`config.mk`:
```
export PLATFORM = sky130hd
export DESIGN_NAME = cic_decimator_param_flat
export DESIGN_NICKNAME = d
export VERILOG_FILES = /design/src/rtl/cic_decimator_param_if.sv /design/src/rtl/cic_decimator_param.sv /design/src/flat_wrapper.sv
export SDC_FILE = /design/constraint.sdc
export NUM_CORES = 2
export LEC_CHECK = 0
export CAP_MARGIN = 10
export CELL_PAD_IN_SITES_DETAIL_PLACEMENT = 1
export CELL_PAD_IN_SITES_GLOBAL_PLACEMENT = 2
export CORE_MARGIN = 4
export CORE_UTILIZATION = 44
export CTS_CLUSTER_DIAMETER = 100
export DETAILED_ROUTE_END_ITERATION = 12
export PLACE_DENSITY = 0.93
export SYNTH_ARGS = -nofsm -noshare
export SYNTH_HDL_FRONTEND = slang
export SYNTH_SLANG_ARGS = --single-unit
```
`constraint.sdc`:
```
create_clock -name clk -period 12.8 [get_ports clk]
set_input_delay 2.56 -clock clk [delete_from_list [all_inputs] [get_ports clk]]
set_output_delay 2.56 -clock clk [all_outputs]
set_load 0.05 [all_outputs]
```
`src/rtl/cic_decimator_param_if.sv`:
```
// rtl/cic_decimator_param_if.sv - sample, control and status bundle for the CIC decimator
// master drives samples and runtime controls; slave is the decimator.
interface cic_decimator_param_if #(
    parameter int IN_W  = 8,
    parameter int OUT_W = 8
);
    logic [15:0]             dec_ratio;
    logic [6:0]              out_shift;
    logic                    in_valid;
    logic signed [IN_W-1:0]  d_in;
    logic                    out_valid;
    logic signed [OUT_W-1:0] d_out;
    logic                    ratio_err;

    modport master (
        output dec_ratio, out_shift, in_valid, d_in,
        input  out_valid, d_out, ratio_err
    );

    modport slave (
        input  dec_ratio, out_shift, in_valid, d_in,
        output out_valid, d_out, ratio_err
    );
endinterface

```
`src/rtl/cic_decimator_param.sv`:
```
// rtl/cic_decimator_param.sv - N-stage CIC decimator with runtime ratio, shift, rounding and saturation
// Integrators run at the input sample rate; combs run on a valid-qualified pipeline at the output rate.
module cic_decimator_param #(
    parameter int IN_W       = 8,
    parameter int OUT_W      = 8,
    parameter int N          = 5,
    parameter int DIFF_DELAY = 1,
    parameter int R_MAX      = 4096,
    parameter int ACC_W      = IN_W + N * $clog2(R_MAX * DIFF_DELAY)
) (
    input  logic                  clk,
    input  logic                  rst,
    cic_decimator_param_if.slave  bus
);

    localparam logic [16:0]             R_MAX_L = 17'(R_MAX);
    localparam logic signed [ACC_W:0]   SAT_HI  = {{(ACC_W - OUT_W + 2){1'b0}}, {(OUT_W - 1){1'b1}}};
    localparam logic signed [ACC_W:0]   SAT_LO  = ~SAT_HI;
    localparam logic signed [OUT_W-1:0] OUT_MAX = {1'b0, {(OUT_W - 1){1'b1}}};
    localparam logic signed [OUT_W-1:0] OUT_MIN = {1'b1, {(OUT_W - 1){1'b0}}};

    function automatic logic ratio_ok(input logic [15:0] r);
        return (r != 16'd0) && ({1'b0, r} <= R_MAX_L);
    endfunction

    logic signed [ACC_W-1:0] integ_q [N];
    logic signed [ACC_W-1:0] integ_d [N];
    logic [15:0]             cnt_q, cnt_d;
    logic [15:0]             r_q, r_d;
    logic                    load_q, load_d;
    logic                    err_q, err_d;
    logic signed [ACC_W-1:0] cap_q, cap_d;
    logic                    cap_valid_q, cap_valid_d;

    logic signed [ACC_W-1:0] comb_q [N];
    logic signed [ACC_W-1:0] comb_d [N];
    logic signed [ACC_W-1:0] dly_q [N][DIFF_DELAY];
    logic signed [ACC_W-1:0] dly_d [N][DIFF_DELAY];
    logic [N-1:0]            cv_q, cv_d;

    logic signed [OUT_W-1:0] d_out_q, d_out_d;
    logic                    out_valid_q, out_valid_d;

    logic [15:0]             r_eff;
    logic signed [ACC_W-1:0] sext_in;
    logic signed [ACC_W-1:0] stage_in [N];
    logic [N-1:0]            stage_v;
    logic signed [ACC_W-1:0] c_last;
    logic signed [ACC_W-1:0] shifted;
    logic [6:0]              rnd_idx;
    logic                    rnd;
    logic signed [ACC_W:0]   y;

    // The first clock after reset loads the ratio; a sample accepted on that
    // same clock already uses the freshly presented value.
    always_comb begin
        integ_d     = integ_q;
        cnt_d       = cnt_q;
        r_d         = r_q;
        load_d      = 1'b0;
        err_d       = err_q;
        cap_d       = cap_q;
        cap_valid_d = 1'b0;
        r_eff       = load_q ? bus.dec_ratio : r_q;
        sext_in     = {{(ACC_W - IN_W){bus.d_in[IN_W-1]}}, bus.d_in};

        if (load_q) begin
            r_d = bus.dec_ratio;
        end

        if (bus.in_valid) begin
            integ_d[0] = integ_q[0] + sext_in;
            for (int k = 1; k < N; k++) begin
                integ_d[k] = integ_q[k] + integ_q[k-1];
            end

            if (!ratio_ok(r_eff)) begin
                // Illegal ratio: hold the window closed, keep sampling the control for recovery.
                cnt_d = 16'd0;
                r_d   = bus.dec_ratio;
                err_d = !ratio_ok(bus.dec_ratio);
            end else if (cnt_q == r_eff - 16'd1) begin
                cap_d       = integ_q[N-1];
                cap_valid_d = 1'b1;
                cnt_d       = 16'd0;
                r_d         = bus.dec_ratio;
                err_d       = !ratio_ok(bus.dec_ratio);
            end else begin
                cnt_d = cnt_q + 16'd1;
                err_d = 1'b0;
            end
        end
    end

    always_comb begin
        stage_in[0] = cap_q;
        stage_v[0]  = cap_valid_q;
        for (int k = 1; k < N; k++) begin
            stage_in[k] = comb_q[k-1];
            stage_v[k]  = cv_q[k-1];
        end
    end

    // Each comb stage and its delay line advance only when its input is valid.
    always_comb begin
        comb_d = comb_q;
        dly_d  = dly_q;
        cv_d   = '0;
        for (int k = 0; k < N; k++) begin
            cv_d[k] = stage_v[k];
            if (stage_v[k]) begin
                comb_d[k]   = stage_in[k] - dly_q[k][DIFF_DELAY-1];
                dly_d[k][0] = stage_in[k];
                for (int j = 1; j < DIFF_DELAY; j++) begin
                    dly_d[k][j] = dly_q[k][j-1];
                end
            end
        end
    end

    // Shifts past the accumulator width reduce to sign fill, so the rounding bit is the sign bit.
    always_comb begin
        c_last      = comb_q[N-1];
        shifted     = c_last >>> bus.out_shift;
        rnd_idx     = (bus.out_shift > 7'(ACC_W)) ? 7'(ACC_W - 1) : 7'(bus.out_shift - 7'd1);
        rnd         = (bus.out_shift != 7'd0) && c_last[rnd_idx];
        y           = {shifted[ACC_W-1], shifted} + {{ACC_W{1'b0}}, rnd};
        out_valid_d = cv_q[N-1];
        d_out_d     = d_out_q;
        if (cv_q[N-1]) begin
            if (y > SAT_HI) begin
                d_out_d = OUT_MAX;
            end else if (y < SAT_LO) begin
                d_out_d = OUT_MIN;
            end else begin
                d_out_d = y[OUT_W-1:0];
            end
        end
    end

    always_ff @(posedge clk) begin
        if (rst) begin
            for (int k = 0; k < N; k++) begin
                integ_q[k] <= '0;
                comb_q[k]  <= '0;
                for (int j = 0; j < DIFF_DELAY; j++) begin
                    dly_q[k][j] <= '0;
                end
            end
            cv_q        <= '0;
            cnt_q       <= '0;
            r_q         <= '0;
            load_q      <= 1'b1;
            err_q       <= 1'b0;
            cap_q       <= '0;
            cap_valid_q <= 1'b0;
            d_out_q     <= '0;
            out_valid_q <= 1'b0;
        end else begin
            integ_q     <= integ_d;
            comb_q      <= comb_d;
            dly_q       <= dly_d;
            cv_q        <= cv_d;
            cnt_q       <= cnt_d;
            r_q         <= r_d;
            load_q      <= load_d;
            err_q       <= err_d;
            cap_q       <= cap_d;
            cap_valid_q <= cap_valid_d;
            d_out_q     <= d_out_d;
            out_valid_q <= out_valid_d;
        end
    end

    assign bus.d_out     = d_out_q;
    assign bus.out_valid = out_valid_q;
    assign bus.ratio_err = err_q;

endmodule
```
`src/flat_wrapper.sv`:
```
// flat-port wrapper written by rule: the top's interface ports become plain ports
module cic_decimator_param_flat 
#(
    parameter int IN_W       = 8,
    parameter int OUT_W      = 8,
    parameter int N          = 5,
    parameter int DIFF_DELAY = 1,
    parameter int R_MAX      = 4096,
    parameter int ACC_W      = IN_W + N * $clog2(R_MAX * DIFF_DELAY)
)
  (clk, rst, bus_dec_ratio, bus_out_shift, bus_in_valid, bus_d_in, bus_out_valid, bus_d_out, bus_ratio_err);
  cic_decimator_param_if #(.IN_W(IN_W), .OUT_W(OUT_W)) bus_i ();
  input  logic clk;
  input  logic rst;
  input wire logic [$bits(bus_i.dec_ratio)-1:0] bus_dec_ratio;
  input wire logic [$bits(bus_i.out_shift)-1:0] bus_out_shift;
  input wire logic [$bits(bus_i.in_valid)-1:0] bus_in_valid;
  input wire logic [$bits(bus_i.d_in)-1:0] bus_d_in;
  output wire logic [$bits(bus_i.out_valid)-1:0] bus_out_valid;
  output wire logic [$bits(bus_i.d_out)-1:0] bus_d_out;
  output wire logic [$bits(bus_i.ratio_err)-1:0] bus_ratio_err;
  assign bus_i.dec_ratio = bus_dec_ratio;
  assign bus_i.out_shift = bus_out_shift;
  assign bus_i.in_valid = bus_in_valid;
  assign bus_i.d_in = bus_d_in;
  assign bus_out_valid = bus_i.out_valid;
  assign bus_d_out = bus_i.d_out;
  assign bus_ratio_err = bus_i.ratio_err;
  cic_decimator_param #(.IN_W(IN_W), .OUT_W(OUT_W), .N(N), .DIFF_DELAY(DIFF_DELAY), .R_MAX(R_MAX), .ACC_W(ACC_W)) u_core (.clk(clk), .rst(rst), .bus(bus_i));
endmodule
```
==> impl_metrics.toml <==
[setup_path]
crit_fanout = 26
critPathRequiredTime_ps = 13430
cp-end-kind = "flip-flop"
crit_slowest_cell = "mux4_2"
slowest_delay_ps = 710
crit_arrival_ps = 11000
worstSetupPathType = "input pin to flip-flop"
startpoint_type = "input pin"
cp_common_cell = "nand2_1"

[sta]
tightest_slew_ps = 1340
max_freq_mhz = 96.4
fin_hold_ws_ps = 474
setup_tns_ps = 0
grt_setup_unrepaired = "false"
setup_viol = 0
finalCritPeriodShare_pct = 81.0
slew_headroom_pct = 8.56
fin_worst_skew_ps = 32.4
maxSlewViolCount = 0
hold_viol = 0
period_needed_ps = 10370

[clock_network]
cts_root_buf = "clkbuf_16"
post_cts_buffers = 0
numCtsBuffers = 138
clockBufferDepth = 3
cts_tree = "yes"
htreeDepth = 4
hold_buffers = 0
cts.sinks = 1137
clk_latency_ps = 800
cts-resized-gates = 0
clk_pin_slew_ps = 60

[global_routing]
grtUsageMet2_pct = 45.8
busiest_layer = "met2"
grt_overflow = 0
track_usage_pct = 25.0
grt_pass1_wl_mm = 413
grt_pass1_vias = 77213
gr-usage-met1_pct = 29.5
grtUsageMet3_pct = 2.83
grt_start_max_net_pins = 125
antenna_found_initial = 4

[logic_synthesis]
netlist_top_cells_area = "dfxtp_1 27%, mux2i_1 12%, ha_1 10%"
synth-edff-count = 0
ys_seq_area_share_pct = 27.1
synth_nets = 10853
syn_avg_cell_area_um2 = 8.30
synth_top_area_share_pct = 27.1
synth_top_family_by_area = "compound AO/OA/AOI/OAI gates"
async_flop_share_pct = 0
yosysWarnings = 0
ys_types = 108
yosys.area_share.adder_pct = 10.3
ys_ff_latch = 1137
yosys.area.top_type = "dfxtp_1"
synth_mux_area_share_pct = 15.4
syn_inst = 10134
synth_compound_area_share_pct = 19.2
synth_simple_gate_area_share_pct = 16.7
synth_ff_type = "dfxtp_1"
synth_xor_area_share_pct = 6.71
synth.cell_area_um2 = 84100

[finish]
final_cell_mix = "1457 x nor2_1, 1132 x dfxtp_1, 1014 x mux2i_1, 719 x a21oi_1, 675 x ha_1"
fin_nets = 10677
seq_area_um2 = 22800
drive_above_1_share_pct = 5.45
layout_commonest_cell = "nor2_1"
n_fill_cell = 22617
multi_input_area_um2 = 57500
fin_util_pct = 48.0
area_growth_pct = 8.46

[detailed_routing]
num_vias = 73251
drt-pass1-iter-count = 6
drc = 0
viasPerCell = 5.82
routedWlPerCell_um = 20.1
final_antenna_net_count = 0
drt-total-wl_mm = 253
drtIter0Drc = 3348

[hold_path]
hp-class = "flip-flop to flip-flop"

[power]
total_power_mw = 9.38
leakage_nw = 38.5
max-vdd-ir-drop_mv = 0.116
powerDensity_nw_per_um2 = 103

[die]
die_x_um = 445
initial_core_util_pct = 44.2
core.rowCount = 160
io_pins = 44
die_area_um2 = 198000
core_um2 = 190000
die_h_um = 445

[flow_run]
drv_cap = 0

[run_status]
status = "finished, final reports clean"

[place]
hpwl_mm = 190
numPortBuffers = 43
place.gp.congestion = 0.968
[final cells by class]
class,count,area share (%)
Tap cell,2511,3.44
Clock buffer,193,4.32
Antenna cell,1,0.00274
Sequential cell,1137,25.0
Timing Repair Buffer,123,1.13
Clock inverter,55,0.900
Inverter,533,2.20
Multi-Input combinational cell,8025,63.0
[report_power, final]
part / switching [mW] / leakage [nW] / internal (mW)
combinational: 0.894 / 27.0 / 0.601
clock: 1.62 / 2.32 / 2.49
sequential: 0.119 / 9.19 / 3.66
[routing by layer]
metal | part of all wire (%) | vias to the layer above
met5 | 0 | -
met4 | 4.1 | 0
met3 | 2.8 | 477
met2 | 50 | 1066
met1 | 43 | 35699
li1 | - | 36009
[critical path: cells and delay by family]
| family | cells | cell delay (ps) |
|---|---|---|
| AO/OA/AOI/OAI | 6 | 1050 |
| adder cells (fa/ha/maj) | 2 | 580 |
| buffers and inverters | 1 | 270 |
| multiplexers | 1 | 710 |
| AND/OR/NAND/NOR | 15 | 5790 |
[synthesized netlist by cell type (all sizes together) (89+ instances only)]
cell / count
nor2: 1459
dfxtp: 1137
mux2i: 1014
a21oi: 719
ha: 675
nand2: 562
inv: 533
a21o: 457
xnor2: 421
o21ai: 385
clkbuf: 302
xor2: 223
nand3: 201
nor3: 140
buf: 137
a211oi: 127
nor2b: 123
nand2b: 114
mux4: 102
o21a: 101
o21bai: 94
and3: 92
a31oi: 90
nand4: 89
[stage by stage]
step | setup WS (ps) | cell area [um2] | cells
after floorplan | 3190 | 84100 | 10134
after detailed placement | 1730 | 86400 | 12329
after global routing | 2030 | 91200 | 12577
after global placement | 1660 | 86400 | 12329
after CTS | 2610 | 91200 | 12577
final | 2430 | 91200 | 12578
[logic make-up after synthesis]
| group | count (synthesis) |
|---|---|
| simple gates | 3069 |
| compound gates | 2464 |
| mux | 1163 |
| flops | 1137 |
| buf+inv | 972 |
| fa+ha+maj | 685 |
| xor+xnor | 644 |
[worst paths after layout]
path	start	to	slack [ps]	depth (start not counted)
worst max-delay path	bus_out_shift[4]	u_core.bus.d_out[2]	2430	25
worst min-delay path	u_core.bus.d_out[7]	u_core.bus.d_out[7]	470	2
worst max register to register	u_core.c_last[66]	u_core.bus.d_out[2]	5650	15
worst min register to register	u_core.bus.d_out[7]	u_core.bus.d_out[7]	470	2
[registers in the layout, summed over array words and instances, names as in the netlist]
signal and cells:
u_core.dly_q 340, u_core.r_q 16, u_core.cap_q 68, u_core.bus.d_out 8
u_core.c_last 68, u_core.cap_valid_q 1, u_core.comb_q 272, u_core.load_q 1
u_core.cnt_q 16, u_core.cv_q 5, u_core.integ_q 340, u_core.bus.ratio_err 1
u_core.bus.out_valid 1
No activity file was read; power rests on OpenSTA's default activity.
